`config.mk`:
```
export PLATFORM = sky130hd
export DESIGN_NAME = exe_csr_unit
export DESIGN_NICKNAME = d
export VERILOG_FILES = /design/src/rtl/exe_csr_unit.sv
export SDC_FILE = /design/constraint.sdc
export NUM_CORES = 1
export LEC_CHECK = 0
export BUFFER_PORTS_ARGS = -buffer_cell sky130_fd_sc_hd__clkbuf_2
export CAP_MARGIN = 10
export CORE_UTILIZATION = 59
export DETAILED_ROUTE_END_ITERATION = 7
export PLACE_DENSITY = 0.81
export SLEW_MARGIN = 5
export SYNTH_ARGS = -nofsm -noshare
export SYNTH_HDL_FRONTEND = slang
export SYNTH_SLANG_ARGS = --single-unit
```
`constraint.sdc`:
```
create_clock -name I_clk -period 3.8 [get_ports I_clk]
set_input_delay 0.57 -clock I_clk [delete_from_list [all_inputs] [get_ports I_clk]]
set_output_delay 0.57 -clock I_clk [all_outputs]
set_load 0.05 [all_outputs]
```
`src/rtl/exe_csr_unit.sv`:
```
// Machine-mode CSR file for the execute stage: single-cycle CSR read-modify-write,
// illegal-access detection, trap entry / MRET state updates, registered fetch redirect
// and a free-running 64-bit cycle counter.
module exe_csr_unit #(
  parameter int unsigned XLEN         = 32,
  parameter int unsigned CSRCTL_WIDTH = 2,
  parameter logic [63:0] MCYCLE_RST   = 64'd0
) (
  input  logic                    I_clk,
  input  logic                    I_rst_n,
  input  logic                    I_csr_valid,
  input  logic [11:0]             I_csr_addr,
  input  logic [CSRCTL_WIDTH-1:0] I_csr_ctrl,
  input  logic [XLEN-1:0]         I_csr_src,
  input  logic                    I_csr_src_x0,
  input  logic                    I_trap_valid,
  input  logic [XLEN-1:0]         I_trap_cause,
  input  logic [XLEN-1:0]         I_trap_pc,
  input  logic                    I_mret,
  output logic [XLEN-1:0]         O_csr_rdata,
  output logic                    O_csr_illegal,
  output logic                    O_redirect_valid,
  output logic [XLEN-1:0]         O_redirect_pc,
  output logic                    O_mie
);

  localparam logic [11:0] AddrMstatus   = 12'h300;
  localparam logic [11:0] AddrMtvec     = 12'h305;
  localparam logic [11:0] AddrMscratch  = 12'h340;
  localparam logic [11:0] AddrMepc      = 12'h341;
  localparam logic [11:0] AddrMcause    = 12'h342;
  localparam logic [11:0] AddrMcycle    = 12'hB00;
  localparam logic [11:0] AddrMcycleh   = 12'hB80;
  localparam logic [11:0] AddrMvendorid = 12'hF11;
  localparam logic [11:0] AddrMarchid   = 12'hF12;

  localparam logic [CSRCTL_WIDTH-1:0] CtrlNop = CSRCTL_WIDTH'(0);
  localparam logic [CSRCTL_WIDTH-1:0] CtrlWri = CSRCTL_WIDTH'(1);
  localparam logic [CSRCTL_WIDTH-1:0] CtrlSet = CSRCTL_WIDTH'(2);
  localparam logic [CSRCTL_WIDTH-1:0] CtrlClr = CSRCTL_WIDTH'(3);

  // Architectural state
  logic            mie_q, mie_d;
  logic            mpie_q, mpie_d;
  logic [XLEN-1:0] mtvec_q, mtvec_d;
  logic [XLEN-1:0] mscratch_q, mscratch_d;
  logic [XLEN-1:0] mepc_q, mepc_d;
  logic [XLEN-1:0] mcause_q, mcause_d;
  logic [63:0]     mcycle_q, mcycle_d;
  logic            redirect_valid_q, redirect_valid_d;
  logic [XLEN-1:0] redirect_pc_q, redirect_pc_d;

  logic            csr_impl;
  logic [XLEN-1:0] csr_old;
  logic [XLEN-1:0] csr_new;
  logic            ctrl_nop;
  logic            write_req;
  logic            csr_illegal;
  logic            csr_we;
  logic [XLEN-1:0] mtvec_base;
  logic [XLEN-1:0] mepc_rd;

  assign mtvec_base = {mtvec_q[XLEN-1:2], 2'b00};
  assign mepc_rd    = {mepc_q[XLEN-1:2], 2'b00};

  // Address decode and raw read of the addressed CSR
  always_comb begin
    csr_impl = 1'b0;
    csr_old  = '0;
    case (I_csr_addr)
      AddrMstatus: begin
        csr_impl       = 1'b1;
        csr_old[12:11] = 2'b11;
        csr_old[7]     = mpie_q;
        csr_old[3]     = mie_q;
      end
      AddrMtvec: begin
        csr_impl = 1'b1;
        csr_old  = mtvec_base;
      end
      AddrMscratch: begin
        csr_impl = 1'b1;
        csr_old  = mscratch_q;
      end
      AddrMepc: begin
        csr_impl = 1'b1;
        csr_old  = mepc_rd;
      end
      AddrMcause: begin
        csr_impl = 1'b1;
        csr_old  = mcause_q;
      end
      AddrMcycle: begin
        csr_impl = 1'b1;
        csr_old  = mcycle_q[XLEN-1:0];
      end
      AddrMcycleh: begin
        // Upper counter half only exists as a separate CSR on RV32
        if (XLEN == 32) begin
          csr_impl = 1'b1;
          csr_old  = XLEN'(mcycle_q[63:32]);
        end
      end
      AddrMvendorid, AddrMarchid: begin
        csr_impl = 1'b1;
      end
      default: begin
        csr_impl = 1'b0;
      end
    endcase
  end

  // New CSR value from the operation; NOP simply passes the old value through
  always_comb begin
    csr_new = csr_old;
    case (I_csr_ctrl)
      CtrlWri: csr_new = I_csr_src;
      CtrlSet: csr_new = csr_old | I_csr_src;
      CtrlClr: csr_new = csr_old & ~I_csr_src;
      default: csr_new = csr_old;
    endcase
  end

  // Write intent, legality and final write enable
  always_comb begin
    ctrl_nop    = (I_csr_ctrl == CtrlNop);
    write_req   = (I_csr_ctrl == CtrlWri) ||
                  (((I_csr_ctrl == CtrlSet) || (I_csr_ctrl == CtrlClr)) && !I_csr_src_x0);
    // Read-only space (addr[11:10] == 2'b11) only faults if something would be written
    csr_illegal = I_csr_valid && !ctrl_nop &&
                  (!csr_impl || ((I_csr_addr[11:10] == 2'b11) && write_req));
    csr_we      = I_csr_valid && !ctrl_nop && !csr_illegal && write_req && !I_trap_valid;
  end

  // Next-state: trap beats MRET beats CSR write; counter increments unless written
  always_comb begin
    mie_d            = mie_q;
    mpie_d           = mpie_q;
    mtvec_d          = mtvec_q;
    mscratch_d       = mscratch_q;
    mepc_d           = mepc_q;
    mcause_d         = mcause_q;
    mcycle_d         = mcycle_q + 64'd1;
    redirect_valid_d = I_trap_valid || I_mret;
    redirect_pc_d    = redirect_pc_q;

    if (I_trap_valid) begin
      mepc_d        = I_trap_pc;
      mcause_d      = I_trap_cause;
      mpie_d        = mie_q;
      mie_d         = 1'b0;
      redirect_pc_d = mtvec_base;
    end else if (I_mret) begin
      mie_d         = mpie_q;
      mpie_d        = 1'b1;
      redirect_pc_d = mepc_rd;
    end

    if (csr_we) begin
      case (I_csr_addr)
        AddrMstatus: begin
          // MRET owns mstatus when both land in the same cycle
          if (!I_mret) begin
            mie_d  = csr_new[3];
            mpie_d = csr_new[7];
          end
        end
        AddrMtvec:    mtvec_d    = csr_new;
        AddrMscratch: mscratch_d = csr_new;
        AddrMepc:     mepc_d     = csr_new;
        AddrMcause:   mcause_d   = csr_new;
        AddrMcycle: begin
          if (XLEN >= 64) begin
            mcycle_d = 64'(csr_new);
          end else begin
            mcycle_d = {mcycle_q[63:32], csr_new[31:0]};
          end
        end
        AddrMcycleh: mcycle_d = {csr_new[31:0], mcycle_q[31:0]};
        default: ;
      endcase
    end
  end

  // State registers; reset also kills any pending redirect at once
  always_ff @(posedge I_clk or negedge I_rst_n) begin
    if (!I_rst_n) begin
      mie_q            <= 1'b0;
      mpie_q           <= 1'b0;
      mtvec_q          <= '0;
      mscratch_q       <= '0;
      mepc_q           <= '0;
      mcause_q         <= '0;
      mcycle_q         <= MCYCLE_RST;
      redirect_valid_q <= 1'b0;
      redirect_pc_q    <= '0;
    end else begin
      mie_q            <= mie_d;
      mpie_q           <= mpie_d;
      mtvec_q          <= mtvec_d;
      mscratch_q       <= mscratch_d;
      mepc_q           <= mepc_d;
      mcause_q         <= mcause_d;
      mcycle_q         <= mcycle_d;
      redirect_valid_q <= redirect_valid_d;
      redirect_pc_q    <= redirect_pc_d;
    end
  end

  // Outputs
  always_comb begin
    O_csr_rdata      = (I_csr_valid && !csr_illegal) ? csr_old : '0;
    O_csr_illegal    = csr_illegal;
    O_redirect_valid = redirect_valid_q;
    O_redirect_pc    = redirect_pc_q;
    O_mie            = mie_q;
  end

endmodule

```
==> metrics.md, run 1 <==
| Metric | Value |
|---|---|
| Antenna viol nets, final | 0 |
| Share of post-route cells with drive strength above 1 | 22.26% |
| Sum Neg Setup Slack | 0 ns |
| Vias in the first global route | 15160 |
| Synth cell types | 84 |
| Antenna violations before repair | 1 |
| CP required | 3.23 ns |
| Type of origin of the critical path | primary input |
| Number of antenna diodes | 0 |
| Setup violators final | 0 |
| Failing checks | design-rule violations |
| Row Count | 56 |
| Sw Ratio | 30.60% |
| Residual DRC count | 2 |
| RSZ-0062 raised after global routing | false |
| Busiest grt layer | met2 |
| Met3 Track Usage GR | 14.68% |
| Nets@finish | 1938 |
| Max Slew Vio Count | 0 |
| Setup ws final | 0.03815 ns |
| Post-synth top flop | dfrtp_1 |
| Initial DRC Count | 2328 |
| CP Data Arrival Time | 3.19 ns |
| GR Overflow Total | 0 |
| Sequential power share | 44.5% |
| # Max-Cap Violations | 0 |
| WS Path Type | in2out |
| Vias | 15930 |
| Drt pass-1 iters | 8 |
| CTS H-Tree Depth | 1 |
| Dpl hpwl | 43.10 mm |
| Post-CTS setup buffer count | 0 |
| Clock Power Share | 40.5% |
| Min Hold Slack | 0.01786 ns |
| FF+latch count, synth | 221 |
| Status | complete, but fails checks |
| Initial cell density of the core | 60.43% |
| Slew margin rel. | 4.141% |
| Most common cell after layout, fill and taps aside | dfrtp_1 |
| Met2 GRT Util | 75.20% |
| Hold crit path type | in2async |
| Top-level port count | 183 |
| Gate power share | 15.0% |
| YS warnings | 0 |
| Crit path max fanout | 9 |
| Clk sinks | 221 |
| TritonCTS Buffers | 25 |
| Syn Std Cell Area | 14230 sq um |
| Wire length per cell | 28.77 microns |
| Minimum clock period | 3.762 ns |
| Final Cycle Share | 99.00% |
| Vias per inst | 7.389 |
| Die Wd | 157.3 microns |
| Worst slew pin tran | 1.438 ns |
| Skew final | 0.01880 ns |
| Final hold violation count | 0 |
| Fmax | 265.8 MHz |
| Post-Place Worst Slack | 0.2737 ns |
| Final WL | 62.03 mm |
| Syn avg cell area | 8.633 sq um |
| Maximum VDD drop | 0.3483 mV |
| Crit path capture type | primary output |
| Async set-reset flop share out of synthesis | 100.0% |
| Most frequent cells in the layout | dfrtp_1 (221), nand2_1 (172), a21oi_1 (164) |
| Global-route wire length before repair | 92.06 mm |
| Synth-to-layout area growth | 20.21% |
| Largest net degree at the start of global routing | 99 |
| Number of flops mapped to enable cells by yosys | 0 |
| Net Sw Power | 1.812 mW |
| Clk_lat worst skew | 0.56 ns |
| Cell Pwr Density | 346.2 nW/um^2 |
| Internal power | 4.109 mW |
| Leakage power | 6.862 nW |
| Seq/Total Area, Yosys | 38.87% |
| GR Util met1 | 61.68% |
| Syn Inst Count | 1648 |
| Total track usage | 50.82% |
| PortBufs | 178 |
| Die area | 24740 sq um |
| Clk root buf | clkbuf_16 |
| GP Congestion | 1.051 |
| Worst-path clk slew | 0.06 ns |
| Vert. Die Dim | 157.3 microns |
| Core area | 23540 sq um |
| CTS Buffer Depth | 3 |
| Design Power | 5.920 mW |
| CTS tree | built |
==> repair_timing <==
item | in CTS | in global routing
setup endpoints to repair | 0 | 1
resized for setup | 0 | 1
hold endpoints to repair | 0 | 0
hold buffers | 0 | 0
==> power by group through the flow <==
| stage | registers (mW) | clock network [mW] | logic [mW] |
|---|---|---|---|
| after floorplan | 2.65 | 0 | 0.426 |
| after global placement | 2.65 | 0 | 0.823 |
| after detailed placement | 2.65 | 0 | 0.844 |
| after CTS | 2.62 | 2.38 | 0.856 |
| after global routing | 2.64 | 2.48 | 0.929 |
| final | 2.63 | 2.40 | 0.888 |
==> per-stage QoR <==
step	instances	util (%)	area [sq um]
global placement	2112	69.25	16300
CTS	2155	72.61	17090
global route	2156	72.65	17100
floorplan	1649	-	14230
finish	2156	72.65	17100
detailed placement	2112	69.25	16300
==> critical path: stages <==
cell	delay (ns)
clkbuf_2	0.12
or4_1	0.58
or3_1	0.42
buf_4	0.22
nor2_1	0.61
a21oi_1	0.16
a21oi_2	0.32
buf_12	0.18
==> cell type report <==
class,count,area [sq um]
tap,319,399.1
timing repair buffer,289,2306
sequential,221,5530
clock buffer,36,737.0
inverter,13,48.80
clock inverter,7,52.55
multi-input combinational,1271,8029
fill,1734,6440
==> kinds of logic (layout without fill, tap and decap cells) <==
family | count (synthesis) | after routing | share of synthesized area [%]
other cells | 1 | 2 | 0.02636
xor+xnor | 16 | 16 | 0.9849
flops | 221 | 221 | 38.87
simple gates | 591 | 591 | 22.05
buf+inv | 157 | 345 | 4.934
compound gates | 582 | 582 | 27.20
mux | 79 | 79 | 5.848
fa+ha+maj | 1 | 1 | 0.08793
==> metal layers <==
layer	wire length (microns)	share of wire (%)
met1	21330	34
met2	26300	42
met3	8289	13
met4	6077	9.8
met5	27	0.044
==> registers in the layout (all words and copies together), names as in the netlist <==
register and count:
O_redirect_pc 30, mepc_q 30, mtvec_q 30, mcycle_q 64
mcause_q 32, O_redirect_valid 1, O_mie 1, mpie_q 1
mscratch_q 32
==> final timing paths <==
path / slack, ns / end / depth (start not counted) / start
setup / recovery: 0.04 / O_csr_rdata[14] / 8 / I_csr_addr[0]
hold / removal: 0.02 / mepc_q[9] / 1 / I_rst_n
setup reg to reg: 0.69 / mcycle_q[37] / 6 / mcycle_q[3]
hold reg to reg: 0.49 / mscratch_q[3] / 2 / mscratch_q[3]
max in group asynchronous: 2.88 / mcause_q[27] / 2 / I_rst_n
min in group I_clk: 0.29 / mepc_q[29] / 3 / I_trap_pc[29]
==> cell usage after synthesis, drive strengths merged, types with 4 or more instances <==
master | count | share of area, %
clkbuf | 74 | 2.0
a221o | 4 | 0.28
o22ai | 14 | 0.62
and2 | 13 | 0.57
nand4 | 44 | 1.9
o211ai | 10 | 0.56
a2111oi | 4 | 0.30
nor2b | 69 | 3.0
buf | 70 | 2.6
nor4 | 31 | 2.0
inv | 12 | 0.32
a41oi | 24 | 1.5
a22o | 8 | 0.49
or4 | 7 | 0.40
a311oi | 6 | 0.37
or3 | 8 | 0.35
nor3 | 34 | 1.5
or2 | 10 | 0.44
nand3 | 59 | 2.1
nand4b | 5 | 0.31
and4 | 5 | 0.31
dfrtp | 221 | 39
nand2 | 172 | 4.5
a31oi | 15 | 0.66
o31ai | 6 | 0.32
nor2 | 105 | 2.8
and3 | 11 | 0.48
mux2 | 33 | 2.6
a222oi | 8 | 0.56
a221oi | 16 | 0.98
o21ai | 91 | 3.2
nand2b | 4 | 0.18
xnor2 | 16 | 0.98
o21a | 4 | 0.21
nand3b | 5 | 0.26
mux2i | 46 | 3.2
a32oi | 17 | 1.0
a211oi | 82 | 4.3
a21oi | 171 | 6.2
a22oi | 82 | 4.3
Power figures use the tool's default switching activity.
==> run 2, diff against run 1 <==
HOLD_SLACK_MARGIN = 0.1   (was default)
==> run 2 against run 1 <==
The flow still finishes with violations (design-rule violations). Register-to-register slack got worse by 0.07 ns. Sequential cell count unchanged. Routed wire length increased by 0.21%. Total power about the same. Non-clock buffer count up 1. Core utilization about the same. Sequential power about the same. Critical path depth unchanged.
==> metrics.md, run 2 (synthesized netlist as in run 1, its figures left out) <==
| Metric | Value |
|---|---|
| Cell Pwr Density | 345.9 nW/um^2 (about the same) |
| R2R setup slack | 0.62 ns (-0.07 ns) |
| PortBufs | 178 (unchanged) |
| Hold crit path type | in2reg |
| Vias per inst | 7.388 (about the same) |
| Synth-to-layout area growth | 20.28% (about the same) |
| Final WL | 62.16 mm (+0.21%) |
| Slew margin rel. | 6.102% (+2.0 points) |
| Wire length per cell | 28.82 microns (+0.16%) |
| Core area | 23540 sq um (unchanged) |
| Antenna violations before repair | 1 (unchanged) |
| Top reg by flops | mcycle_q |
| Clk root buf | clkbuf_16 |
| Clk sinks | 221 (unchanged) |
| Final hold violation count | 0 (unchanged) |
| Die Wd | 157.3 microns (unchanged) |
| CP required | 3.23 ns (about the same) |
| Crit path max fanout | 9 (unchanged) |
| RSZ-0062 raised after global routing | false |
| Setup violators final | 0 (unchanged) |
| Type of origin of the critical path | primary input |
| Design Power | 5.919 mW (about the same) |
| Maximum VDD drop | 0.3499 mV (+0.48%) |
| Crit path capture type | primary output |
| Leakage power | 6.866 nW (about the same) |
| Reg2reg path depth | 6 (unchanged) |
| Nets@finish | 1939 (+0.052%) |
| Status | complete, but fails checks |
| Top Registers | mcycle_q: 64 flops, mcause_q: 32 flops, mscratch_q: 32 flops |
| Most common cell after layout, fill and taps aside | dfrtp_1 |
| Die area | 24740 sq um (unchanged) |
| Number of antenna diodes | 0 (unchanged) |
| Vias in the first global route | 15150 (-0.053%) |
| CTS H-Tree Depth | 1 (unchanged) |
| GR Overflow Total | 0 (unchanged) |
| Worst-path clk slew | 0.06 ns (about the same) |
| CTS tree | built |
| Final Cycle Share | 99.94% (+0.94 points) |
| CP Data Arrival Time | 3.23 ns (+0.04 ns) |
| Residual DRC count | 45 (+43) |
| CTS Buffer Depth | 3 (unchanged) |
| Dpl hpwl | 43.10 mm (unchanged) |
| Largest register FFs | 64 (unchanged) |
| Most frequent cells in the layout | dfrtp_1 (221), nand2_1 (172), a21oi_1 (164) |
| Clk_lat worst skew | 0.55 ns (about the same) |
| Global-route wire length before repair | 92.16 mm (+0.11%) |
| Skew final | 0.01769 ns (-0.001106 ns) |
| Max Slew Vio Count | 0 (unchanged) |
| WS Path Type | in2out |
| Crit Reg-Reg Endpoint | mcycle_q[37] |
| Largest net degree at the start of global routing | 99 (unchanged) |
| Fmax | 263.3 MHz (-0.94%) |
| Failing checks | design-rule violations |
| Initial DRC Count | 2352 (+1.0%) |
| WHS Path Cells | 3 |
| Post-CTS setup buffer count | 0 (unchanged) |
| Total track usage | 50.86% (about the same) |
| Post-Place Worst Slack | 0.2737 ns (unchanged) |
| Initial cell density of the core | 60.43% (unchanged) |
| Hold_sp | I_trap_pc[29] |
| # Max-Cap Violations | 0 (unchanged) |
| Row Count | 56 (unchanged) |
| Antenna viol nets, final | 0 (unchanged) |
| Setup ws final | 0.002265 ns (-0.03589 ns) |
| Vias | 15940 (+0.038%) |
| Reg2Reg Launch Point | mcycle_q[3] |
| Hold EP | mepc_q[29] |
| Min Hold Slack | 0.2998 ns (+0.2819 ns) |
| Vert. Die Dim | 157.3 microns (unchanged) |
| Top-level port count | 183 (unchanged) |
| Share of post-route cells with drive strength above 1 | 22.25% (about the same) |
| GP Congestion | 1.051 (unchanged) |
| Minimum clock period | 3.798 ns (+0.03589 ns) |
| Worst slew pin tran | 1.408 ns (-0.02942 ns) |
| TritonCTS Buffers | 25 (unchanged) |
| Drt pass-1 iters | 8 (unchanged) |
## run 2: area by class of cell
| type | instances | area [sq um] |
|---|---|---|
| fill | 1733 | 6430 |
| clock inverter | 7 | 52.55 |
| inverter | 13 | 48.80 |
| timing repair buffer | 290 | 2316 |
| tap | 319 | 399.1 |
| clock buffer | 36 | 737.0 |
| multi-input combinational | 1271 | 8029 |
| sequential | 221 | 5530 |
## run 2: worst max-delay path, cell delays in order
cell	delay, ns
clkbuf_2	0.12
or4_1	0.58
or3_1	0.42
buf_4	0.23
nor2_1	0.61
a21oi_1	0.16
a21oi_2	0.34
buf_12	0.18
## run 2: metal layers
metal,GRT usage (%),wire length [microns],vias to the layer above
li1,-,-,6634
met1,61.94,21590,7485
met2,75.62,26560,1437
met3,14.29,8118,374
met4,40.78,5841,6
met5,0,46,-
## run 2: worst max-delay path by stage
stage	cells past startpoint	startpoint	endpoint
floorplan	10	I_csr_addr[1]	O_csr_rdata[3]
global placement	8	I_csr_addr[7]	O_csr_rdata[2]
detailed placement	8	I_csr_addr[7]	O_csr_rdata[2]
CTS	8	I_csr_addr[7]	O_csr_rdata[2]
global route	8	I_csr_addr[7]	O_csr_rdata[2]
finish	8	I_csr_addr[0]	O_csr_rdata[14]
## run 2: stage by stage
stage               util [%]  cells  TNS [ns]  instance area, sq um
detailed placement     69.25   2112         0                 16300
floorplan                  -   1649   -0.1469                 14230
global route           72.69   2157         0                 17110
finish                 72.69   2157         0                 17110
global placement       69.25   2112         0                 16300
CTS                    72.65   2156         0                 17100
## run 2: where the power goes
part / internal [mW] / leakage (nW) / switching, mW / total [mW]
logic: 0.297 / 3.71 / 0.595 / 0.892
registers: 2.47 / 2.76 / 0.167 / 2.63
clock network: 1.35 / 0.393 / 1.05 / 2.39
total: 4.11 / 6.87 / 1.81 / 5.92
## run 2: repair_timing
item / in CTS / in global routing
hold endpoints to repair: 85 / 0
resized for setup: 0 / 1
setup endpoints to repair: 0 / 1
hold buffers: 1 / 0
